$ cat src/rtl/tug_of_war_arena.sv
// Tug-of-war game core: synchronised human button on the right, LFSR-driven machine on the left,
// one-hot light position and match scoring with a game-over hold.
module tug_of_war_arena #(
  parameter int unsigned FIELD       = 9,
  parameter int unsigned WIN_SCORE   = 7,
  parameter int unsigned LFSR_W      = 10,
  parameter int unsigned MACHINE_DIV = 4
) (
  input  logic              clk,
  input  logic              reset,
  input  logic              key_n,
  input  logic [LFSR_W-1:0] difficulty,
  input  logic              new_game,
  output logic [FIELD-1:0]  field,
  output logic [3:0]        score_l,
  output logic [3:0]        score_r,
  output logic              game_over,
  output logic              winner_l,
  output logic [LFSR_W-1:0] lfsr_out
);

  localparam int unsigned      C      = (FIELD - 1) / 2;
  localparam logic [FIELD-1:0] CENTRE = FIELD'(1) << C;
  localparam logic [3:0]       WIN    = 4'(WIN_SCORE);

  // Tap positions (1-based in the polynomial) mapped onto register bits.
  function automatic logic [31:0] tap_bits(input int unsigned w);
    case (w)
      8:       return 32'h0000_00B8;
      9:       return 32'h0000_0110;
      10:      return 32'h0000_0240;
      11:      return 32'h0000_0500;
      12:      return 32'h0000_0829;
      default: return 32'h0000_0240;
    endcase
  endfunction

  localparam logic [LFSR_W-1:0] TAPS = LFSR_W'(tap_bits(LFSR_W));

  typedef enum logic {
    ST_PLAY = 1'b0,
    ST_OVER = 1'b1
  } state_t;

  state_t            state, state_nx;
  logic [FIELD-1:0]  field_nx;
  logic [3:0]        score_l_nx, score_r_nx;
  logic              winner_nx;
  logic [LFSR_W-1:0] lfsr;
  logic              s1, s2, prev, armed;
  logic [1:0]        vld;
  logic              strobe_c, carry_c, l_c, r_c;

  // Machine randomness source; seeded at 1 so it can never lock up at zero.
  always_ff @(posedge clk or negedge reset) begin
    if (!reset) lfsr <= LFSR_W'(1);
    else        lfsr <= {lfsr[LFSR_W-2:0], ^(lfsr & TAPS)};
  end

  assign lfsr_out = lfsr;

  if (MACHINE_DIV == 0) begin : g_nodiv
    assign strobe_c = 1'b1;
  end else begin : g_div
    logic [MACHINE_DIV-1:0] cnt;
    always_ff @(posedge clk or negedge reset) begin
      if (!reset) cnt <= '0;
      else        cnt <= cnt + MACHINE_DIV'(1);
    end
    assign strobe_c = &cnt;
  end

  // Carry out of lfsr + difficulty, expressed as a compare to avoid a wide adder.
  assign carry_c = (lfsr > ~difficulty);
  assign l_c     = strobe_c & carry_c;

  // Button synchroniser with edge detect; 'armed' blocks a key already held at reset release.
  always_ff @(posedge clk or negedge reset) begin
    if (!reset) begin
      s1    <= 1'b1;
      s2    <= 1'b1;
      prev  <= 1'b1;
      vld   <= 2'b00;
      armed <= 1'b0;
    end else begin
      s1    <= key_n;
      s2    <= s1;
      prev  <= s2;
      vld   <= {vld[0], 1'b1};
      armed <= armed | (vld[1] & s2);
    end
  end

  assign r_c = prev & ~s2 & armed;

  always_ff @(posedge clk or negedge reset) begin
    if (!reset) begin
      state    <= ST_PLAY;
      field    <= CENTRE;
      score_l  <= 4'd0;
      score_r  <= 4'd0;
      winner_l <= 1'b0;
    end else begin
      state    <= state_nx;
      field    <= field_nx;
      score_l  <= score_l_nx;
      score_r  <= score_r_nx;
      winner_l <= winner_nx;
    end
  end

  // Move / score / match-end decision; new_game overrides everything.
  always_comb begin
    state_nx   = state;
    field_nx   = field;
    score_l_nx = score_l;
    score_r_nx = score_r;
    winner_nx  = winner_l;
    if (new_game) begin
      state_nx   = ST_PLAY;
      field_nx   = CENTRE;
      score_l_nx = 4'd0;
      score_r_nx = 4'd0;
      winner_nx  = 1'b0;
    end else begin
      case (state)
        ST_PLAY: begin
          if (l_c && !r_c) begin
            if (field[FIELD-1]) begin
              score_l_nx = score_l + 4'd1;
              field_nx   = CENTRE;
              if (score_l_nx == WIN) begin
                state_nx  = ST_OVER;
                winner_nx = 1'b1;
              end
            end else begin
              field_nx = field << 1;
            end
          end else if (r_c && !l_c) begin
            if (field[0]) begin
              score_r_nx = score_r + 4'd1;
              field_nx   = CENTRE;
              if (score_r_nx == WIN) begin
                state_nx  = ST_OVER;
                winner_nx = 1'b0;
              end
            end else begin
              field_nx = field >> 1;
            end
          end
        end
        ST_OVER: ;
        default: ;
      endcase
    end
  end

  assign game_over = (state == ST_OVER);

endmodule

$ cat config.mk
export PLATFORM = sky130hd
export DESIGN_NAME = tug_of_war_arena
export DESIGN_NICKNAME = d
export VERILOG_FILES = /design/src/rtl/tug_of_war_arena.sv
export SDC_FILE = /design/constraint.sdc
export NUM_CORES = 1
export LEC_CHECK = 0
export BUFFER_PORTS_ARGS = -buffer_cell sky130_fd_sc_hd__buf_2
export CAP_MARGIN = 20
export CELL_PAD_IN_SITES_DETAIL_PLACEMENT = 1
export CELL_PAD_IN_SITES_GLOBAL_PLACEMENT = 1
export CORE_ASPECT_RATIO = 0.9
export CORE_UTILIZATION = 40
export DETAILED_ROUTE_END_ITERATION = 12
export GPL_TIMING_DRIVEN = 0
export PLACE_DENSITY_LB_ADDON = 0.3
export SYNTH_ARGS = -nofsm -noshare
export SYNTH_HDL_FRONTEND = slang
export SYNTH_SLANG_ARGS = --single-unit
$ cat constraint.sdc
create_clock -name clk -period 3.9 [get_ports clk]
set_input_delay 0.195 -clock clk [delete_from_list [all_inputs] [get_ports clk]]
set_output_delay 0.195 -clock clk [all_outputs]
set_load 0.005 [all_outputs]
==> impl_metrics.json, run 1 <==
{
  "ir_drop_mv": 0.175,
  "ff2ff_setup_slack_ns": 1.26,
  "ys_ff_latch": 39,
  "core_area_sq_mm": 0.00486,
  "pwr-share-seq_pct": 51.2,
  "synth_top_area_share_pct": 41.7,
  "synth_nets": 211,
  "drc": 0,
  "async_reset_ff_share_pct": 100,
  "period_share_pct": 67.6,
  "routedWlPerCell_um": 14.0,
  "post_cts_buffers": 0,
  "worst_ep_required_time_ns": 4.08,
  "p_int_mw": 0.627,
  "yosysWarnings": 0,
  "grt_max_degree": 40,
  "worstPathMaxFanout": 10,
  "endpoint_kind": "flop",
  "status": "finished, final reports clean",
  "grt_pass1_wl_um": 7380,
  "cp-start-kind": "flop",
  "htreeDepth": 2,
  "fin_crit_ns": 2.64,
  "layout.nets": 260,
  "holdBufCountCts": 1,
  "clk_pin_slew_ns": 0.08,
  "postRouteAntennaNets": 0,
  "clk_path_buf_depth": 2,
  "grt_pass1_vias": 1618,
  "die_x_um": 77.2,
  "worst_pin_slew_ns": 0.869,
  "r2r_end": "field[0]",
  "maxSlewHeadroom_pct": 42.1,
  "synth_area_leaders": "dfrtp_1, ha_1, dfstp_2",
  "setup_ws_ns": 1.26,
  "yosysUniqueCellTypes": 41,
  "vias": 1513,
  "swShare_pct": 23.2,
  "post-place-ws_ns": 1.28,
  "wl_um": 4160,
  "hp-class": "in2async",
  "final.setup.tns_ns": 0,
  "yosysSeqAreaShare_pct": 48.2,
  "synth_area_leader_cell": "dfrtp_1",
  "cts.sinks": 39,
  "area_growth_pct": 20.3,
  "first_pass_iters": 5,
  "cts_made_buffers": 5,
  "cts-root-buf": "clkbuf_8",
  "ff2ff_path_depth": 8,
  "post_cts_resized": 0,
  "combPwrFrac_pct": 6.3,
  "synth.cell_area_sq_mm": 0.00204,
  "die_area_sq_mm": 0.00539,
  "postSynthCellCount": 182,
  "gp_congestion": 0.717,
  "p_leak_nw": 1.26,
  "via_per_inst": 5.09,
  "dp_hpwl_um": 3030,
  "portBuffers": 41,
  "clock_power_share_pct": 42.5,
  "rows": 24,
  "grt-ovfl-total": 0,
  "drv_slew": 0,
  "die_h_um": 69.7,
  "net-switching-power_mw": 0.190,
  "synthFlopType": "dfrtp_1",
  "cts_tree": "done",
  "finalHoldViolCount": 0,
  "antenna_cells_inserted": 0,
  "grt_usage_pct": 17.5,
  "antenna_found_initial": 0,
  "fmaxAchievable_mhz": 379,
  "cp.arrival_ns": 2.82,
  "syn_area_per_cell_sq_um": 11.2,
  "power.density_mw_per_mm2": 333,
  "drt_iter0_markers": 27,
  "timing.rr.start": "lfsr_out[7]",
  "clock_latency_ns": 0.29,
  "initial_core_util_pct": 41.9,
  "boundaryPins": 43,
  "drive_gt1_share_pct": 32.3,
  "crit_type": "reg2reg",
  "synth-edff-count": 0,
  "setup_viol_count_final": 0,
  "maxCapViolCount": 0,
  "rsz0062_at_grt": "false",
  "finalClockSkew_ns": 0.00530
}
power by group through the flow:
stage               registers [mW]  logic (mW)  clock network (mW)
floorplan                    0.425      0.0261                   0
global placement             0.426      0.0501                   0
detailed placement           0.426      0.0517                   0
CTS                          0.418      0.0529               0.355
global route                 0.419      0.0589               0.373
finish                       0.418      0.0515               0.348
worst max-delay path, stage by stage (launching register included):
cell	delay, ns
dfrtp_1	0.41
ha_1	0.33
a211oi_2	0.23
nor2_1	0.08
a2111oi_2	0.37
buf_4	0.24
mux2i_1	0.35
nand2_2	0.20
mux2_2	0.32
sequential cells by signal (all words and copies together), names as in the netlist:
register / count
score_r: 4
prev: 1
s2: 1
s1: 1
game_over: 1
winner_l: 1
score_l: 4
g_div.cnt: 4
armed: 1
field: 9
lfsr_out: 10
vld: 2
final cells by class:
class,count,area (sq um)
plain buffers,5,33.8
clock buffers,5,68.8
clock inverters,3,47.5
fillers,559,2410
inverters,10,37.5
multi-input cells,128,985
flip-flops and latches,39,982
well taps,65,81.3
repair buffers,42,215
Yosys cell counts, types with 2 or more instances:
master / instances
a211oi_2: 3
nor2b_1: 4
dfrtp_1: 34
inv_1: 10
mux2_2: 7
nor3b_1: 4
a2111oi_2: 2
nand3_1: 2
or2_1: 2
mux2i_1: 8
buf_4: 2
dfstp_2: 5
ha_1: 15
clkbuf_1: 2
xnor2_1: 7
nor2_1: 15
a21oi_1: 4
xor2_1: 2
nor3_1: 5
o21ai_0: 7
and3_1: 3
a32o_1: 2
nand4_1: 2
nand2_1: 15
nand2b_1: 4
worst max path at each step:
stage,to,cells past startpoint,slack [ns],from
floorplan,field[0],8,1.54,lfsr_out[7]
global placement,field[0],8,1.30,lfsr_out[7]
detailed placement,field[0],8,1.28,lfsr_out[7]
CTS,field[0],8,1.21,lfsr_out[7]
global route,field[5],8,1.03,lfsr_out[7]
finish,field[0],8,1.26,lfsr_out[7]
routing by layer:
metal | global-route usage [%] | up-vias | part of all wire, % | wire (um)
li1 | - | 734 | - | -
met3 | 4.08 | 2 | 3.5 | 145
met4 | 5.24 | 0 | 0.60 | 25
met5 | 0 | - | 0 | 0
met2 | 29.1 | 29 | 47 | 1970
met1 | 22.6 | 748 | 49 | 2020
per-stage QoR:
stage	cell area (sq um)	power, mW	instances	utilization [%]	hold slack [ns]
3_5_place_dp	2320	0.478	288	47.8	0.302
2_1_floorplan	2040	0.451	182	-	-0.101
6_report	2450	0.817	297	50.4	0.00560
3_3_place_gp	2320	0.476	288	47.8	0.301
4_1_cts	2450	0.826	297	50.4	0.0420
5_1_grt	2450	0.851	297	50.4	0.0794
cells in the final DEF, fill, tap and decap left out, types with 5 or more instances in the layout:
| cell type | netlist | final |
|---|---|---|
| dfstp_2 | 5 | 5 |
| nor2_1 | 15 | 15 |
| o21ai_0 | 7 | 7 |
| clkbuf_8 | 0 | 5 |
| mux2_2 | 7 | 7 |
| nor3_1 | 5 | 5 |
| ha_1 | 15 | 15 |
| xnor2_1 | 7 | 7 |
| dfrtp_1 | 34 | 34 |
| buf_2 | 0 | 41 |
| inv_1 | 10 | 10 |
| mux2i_1 | 8 | 8 |
| nand2_1 | 15 | 15 |
logic make-up (layout without fill, tap and decap cells):
logic type | count (synthesis) | after routing | share of synthesized area, %
simple gates | 62 | 62 | 15.7
mux | 16 | 16 | 8.53
fa+ha+maj | 15 | 15 | 9.21
other cells | 1 | 1 | 0.184
flops | 39 | 39 | 48.2
buf+inv | 15 | 65 | 3.50
compound gates | 25 | 25 | 10.8
xor+xnor | 9 | 9 | 3.87
No activity file was read; power rests on OpenSTA's default activity.
==> run 2, diff against run 1 <==
--- a/config.mk
+++ b/config.mk
@@ -5,12 +5,13 @@
 export SDC_FILE = /design/constraint.sdc
 export NUM_CORES = 1
 export LEC_CHECK = 0
+export ABC_AREA = 1
 export BUFFER_PORTS_ARGS = -buffer_cell sky130_fd_sc_hd__buf_2
 export CAP_MARGIN = 20
 export CELL_PAD_IN_SITES_DETAIL_PLACEMENT = 1
 export CELL_PAD_IN_SITES_GLOBAL_PLACEMENT = 1
 export CORE_ASPECT_RATIO = 0.9
-export CORE_UTILIZATION = 40
+export CORE_UTILIZATION = 36
 export DETAILED_ROUTE_END_ITERATION = 12
 export GPL_TIMING_DRIVEN = 0
 export PLACE_DENSITY_LB_ADDON = 0.3
==> constraint.sdc (replaced) <==
create_clock -name clk -period 2.15 [get_ports clk]
set_input_delay 0.1075 -clock clk [delete_from_list [all_inputs] [get_ports clk]]
set_output_delay 0.1075 -clock clk [all_outputs]
set_load 0.005 [all_outputs]
==> run 2 against run 1 <==
Net effect:
- die area rose by 5.5%
- via count up 6.3%
- setup slack worse by 1.2 ns
- clock skew up 0.0063 ns
- clock-buffer cell count up 2
- register-to-register slack worse by 1.2 ns
- final cell count is 13% higher
- total power is 80% higher
- design area up 3.6%
- non-clock buffer count increased by 9
- sequential share of layout area fell by 1.4 points
- synthesized cell count grew 15%
- critical path type unchanged
- critical endpoint is now field[5]
- largest cell class is now flip-flops and latches
==> impl_metrics.json, run 2 <==
{
  "period_share_pct": 96.0,
  "status": "finished, final reports clean",
  "postRouteAntennaNets": 0,
  "final_common_cell": "nand2_1",
  "synthFlopType": "dfrtp_1",
  "synth_nets": 238,
  "syn_area_per_cell_sq_um": 9.27,
  "area_growth_pct": 31.0,
  "die_area_sq_mm": 0.00568,
  "antenna_cells_inserted": 0,
  "dp_hpwl_um": 3060,
  "hp-class": "reg2reg",
  "yosysUniqueCellTypes": 29,
  "drt_iter0_markers": 55,
  "cts.sinks": 39,
  "finalHoldViolCount": 0,
  "boundaryPins": 43,
  "wl_um": 4490,
  "antenna_found_initial": 0,
  "cts_made_buffers": 5,
  "worst_ep_required_time_ns": 2.34,
  "largest_reg_flops": 10,
  "crit_type": "reg2reg",
  "synth_area_leader_cell": "dfrtp_1",
  "synth-edff-count": 0,
  "finalClockSkew_ns": 0.0116,
  "async_reset_ff_share_pct": 100,
  "cp.arrival_ns": 2.25,
  "worst_path_largest_cell_delay_ns": 0.56,
  "power_mw": 1.47,
  "layout.nets": 298,
  "drv_slew": 0,
  "cp-start-kind": "flop",
  "maxCapViolCount": 0,
  "core_area_sq_mm": 0.00501,
  "synth_area_leaders": "dfrtp_1, nand2_1, ha_1",
  "crit_chain": "inv_2 > ha_4 > nand2_2 > nand3b_1 > nand2_1 > inv_2 > nand3_4 > nand2_4 > nor2_4 > nor2_4 > buf_2 > o21ai_1",
  "grt_pass1_vias": 1628,
  "dr_wl_met2_um": 2100,
  "dp_cells": 315,
  "grt_pass1_wl_um": 7560,
  "layout_common_cells": "nand2_1, buf_2, dfrtp_1",
  "drive_gt1_share_pct": 34.4,
  "ys_top_cells_by_count": "nand2_1, dfrtp_1, inv_1",
  "cts_tree": "done",
  "post-place-ws_ns": 0.0879,
  "grt_usage_pct": 17.3,
  "p_leak_nw": 1.35,
  "slowest_stage": "dfstp_2",
  "synth.cell_area_sq_mm": 0.00194,
  "wl_met1_um": 2130,
  "worst_pin_slew_ns": 0.890,
  "final-instance-count-excl-fill": 335,
  "grt_max_degree": 40,
  "drc": 0,
  "fmaxAchievable_mhz": 485,
  "setup_ws_ns": 0.0870,
  "maxSlewHeadroom_pct": 40.6,
  "die_x_um": 79.3,
  "htreeDepth": 2,
  "vias": 1609,
  "cts-root-buf": "clkbuf_8",
  "ir_drop_mv": 0.389,
  "setup_viol_count_final": 0,
  "die_h_um": 71.6,
  "rsz0062_at_grt": "true",
  "power.density_mw_per_mm2": 579,
  "dr_wl_met3_um": 186,
  "yosysSeqAreaShare_pct": 50.7,
  "top_layer_used": "met4",
  "initial_core_util_pct": 38.6,
  "portBuffers": 41,
  "clk_pin_slew_ns": 0.08,
  "first_pass_iters": 4,
  "ff2ff_path_depth": 12,
  "worstPathMaxFanout": 7,
  "synth_top_area_share_pct": 43.9,
  "clk_path_buf_depth": 2,
  "grt-ovfl-total": 0,
  "ys_ff_latch": 39,
  "clock_latency_ns": 0.29,
  "fin_crit_ns": 2.06,
  "final.setup.tns_ns": 0,
  "synth.most_common_cell": "nand2_1",
  "postSynthCellCount": 209,
  "gp_congestion": 0.788,
  "endpoint_kind": "flop",
  "routedWlPerCell_um": 13.4,
  "via_per_inst": 4.80,
  "min_path_cells": 0,
  "rows": 24,
  "yosysWarnings": 0
}
run 2: changes by cell type in the layout (fill, tap and decap cells not counted), sizes merged, moves of 5 or more:
cell	previous run	this run
mux2	8	0
xnor2	7	0
nand3	2	23
buf	44	52
xor2	2	7
o21ai	8	15
nand2	16	55
mux2i	8	0
inv	11	26
run 2: logic make-up after synthesis:
family	Yosys count	share of synthesized area [%]
other	1	0.193
AOI/OAI and AO/OA	24	7.36
DFF	39	50.7
xor gates and xnor gates	7	3.16
adders and majority gates	15	9.68
buffers and inverters	29	6.00
and+or+nand+nor	94	22.9
run 2: what timing repair did:
action | in CTS | in global routing
gates resized for setup | 0 | 23
setup buffers | 0 | 9
endpoints found under the setup margin | 0 | 17
hold endpoints to repair | 35 | 0
hold buffers | 2 | 0
run 2: cell type report:
type,instances,area (sq um)
clock buffer,7,86.3
clock inverter,1,5.00
tap,65,81.3
buffer,3,18.8
inverter,26,97.6
fill,595,2480
timing repair buffer,53,298
sequential,39,982
multi-input combinational,141,970
run 2: through the flow:
step | area (sq um) | hold slack (ns) | utilization [%]
after floorplan | 1940 | -0.188 | -
after global routing | 2540 | 0.347 | 50.6
after global placement | 2220 | 0.213 | 44.4
after CTS | 2340 | 0.303 | 46.6
after detailed placement | 2220 | 0.214 | 44.4
final | 2540 | 0.339 | 50.6
run 2: worst paths after layout:
kind | startpoint | to | slack, ns
min in group asynchronous | reset | lfsr_out[9] | 0.47
max in group asynchronous | reset | g_div.cnt[2] | 1.11
worst min register to register | vld[0] | vld[1] | 0.34
worst min-delay path | vld[0] | vld[1] | 0.34
worst max register to register | lfsr_out[0] | field[5] | 0.09
worst max-delay path | lfsr_out[0] | field[5] | 0.09
run 2: metal layers:
| metal | global-route usage [%] | vias to the layer above |
|---|---|---|
| li1 | - | 798 |
| met2 | 27.1 | 32 |
| met1 | 22.5 | 771 |
| met5 | 0 | - |
| met3 | 4.84 | 8 |
| met4 | 6.87 | 0 |
run 2: critical path: cells and delay by family, from the launching register on:
family / cells / cell delay [ns]
flip-flops: 1 / 0.56
AND/OR/NAND/NOR: 7 / 0.75
adder cells (fa/ha/maj): 1 / 0.22
AO/OA/AOI/OAI: 1 / 0.07
buffers and inverters: 3 / 0.36
run 2: power breakdown:
part / internal, mW / leakage, nW / switching [mW]
registers: 0.760 / 0.509 / 0.0220
clock network: 0.259 / 0.0482 / 0.259
logic: 0.0703 / 0.789 / 0.100
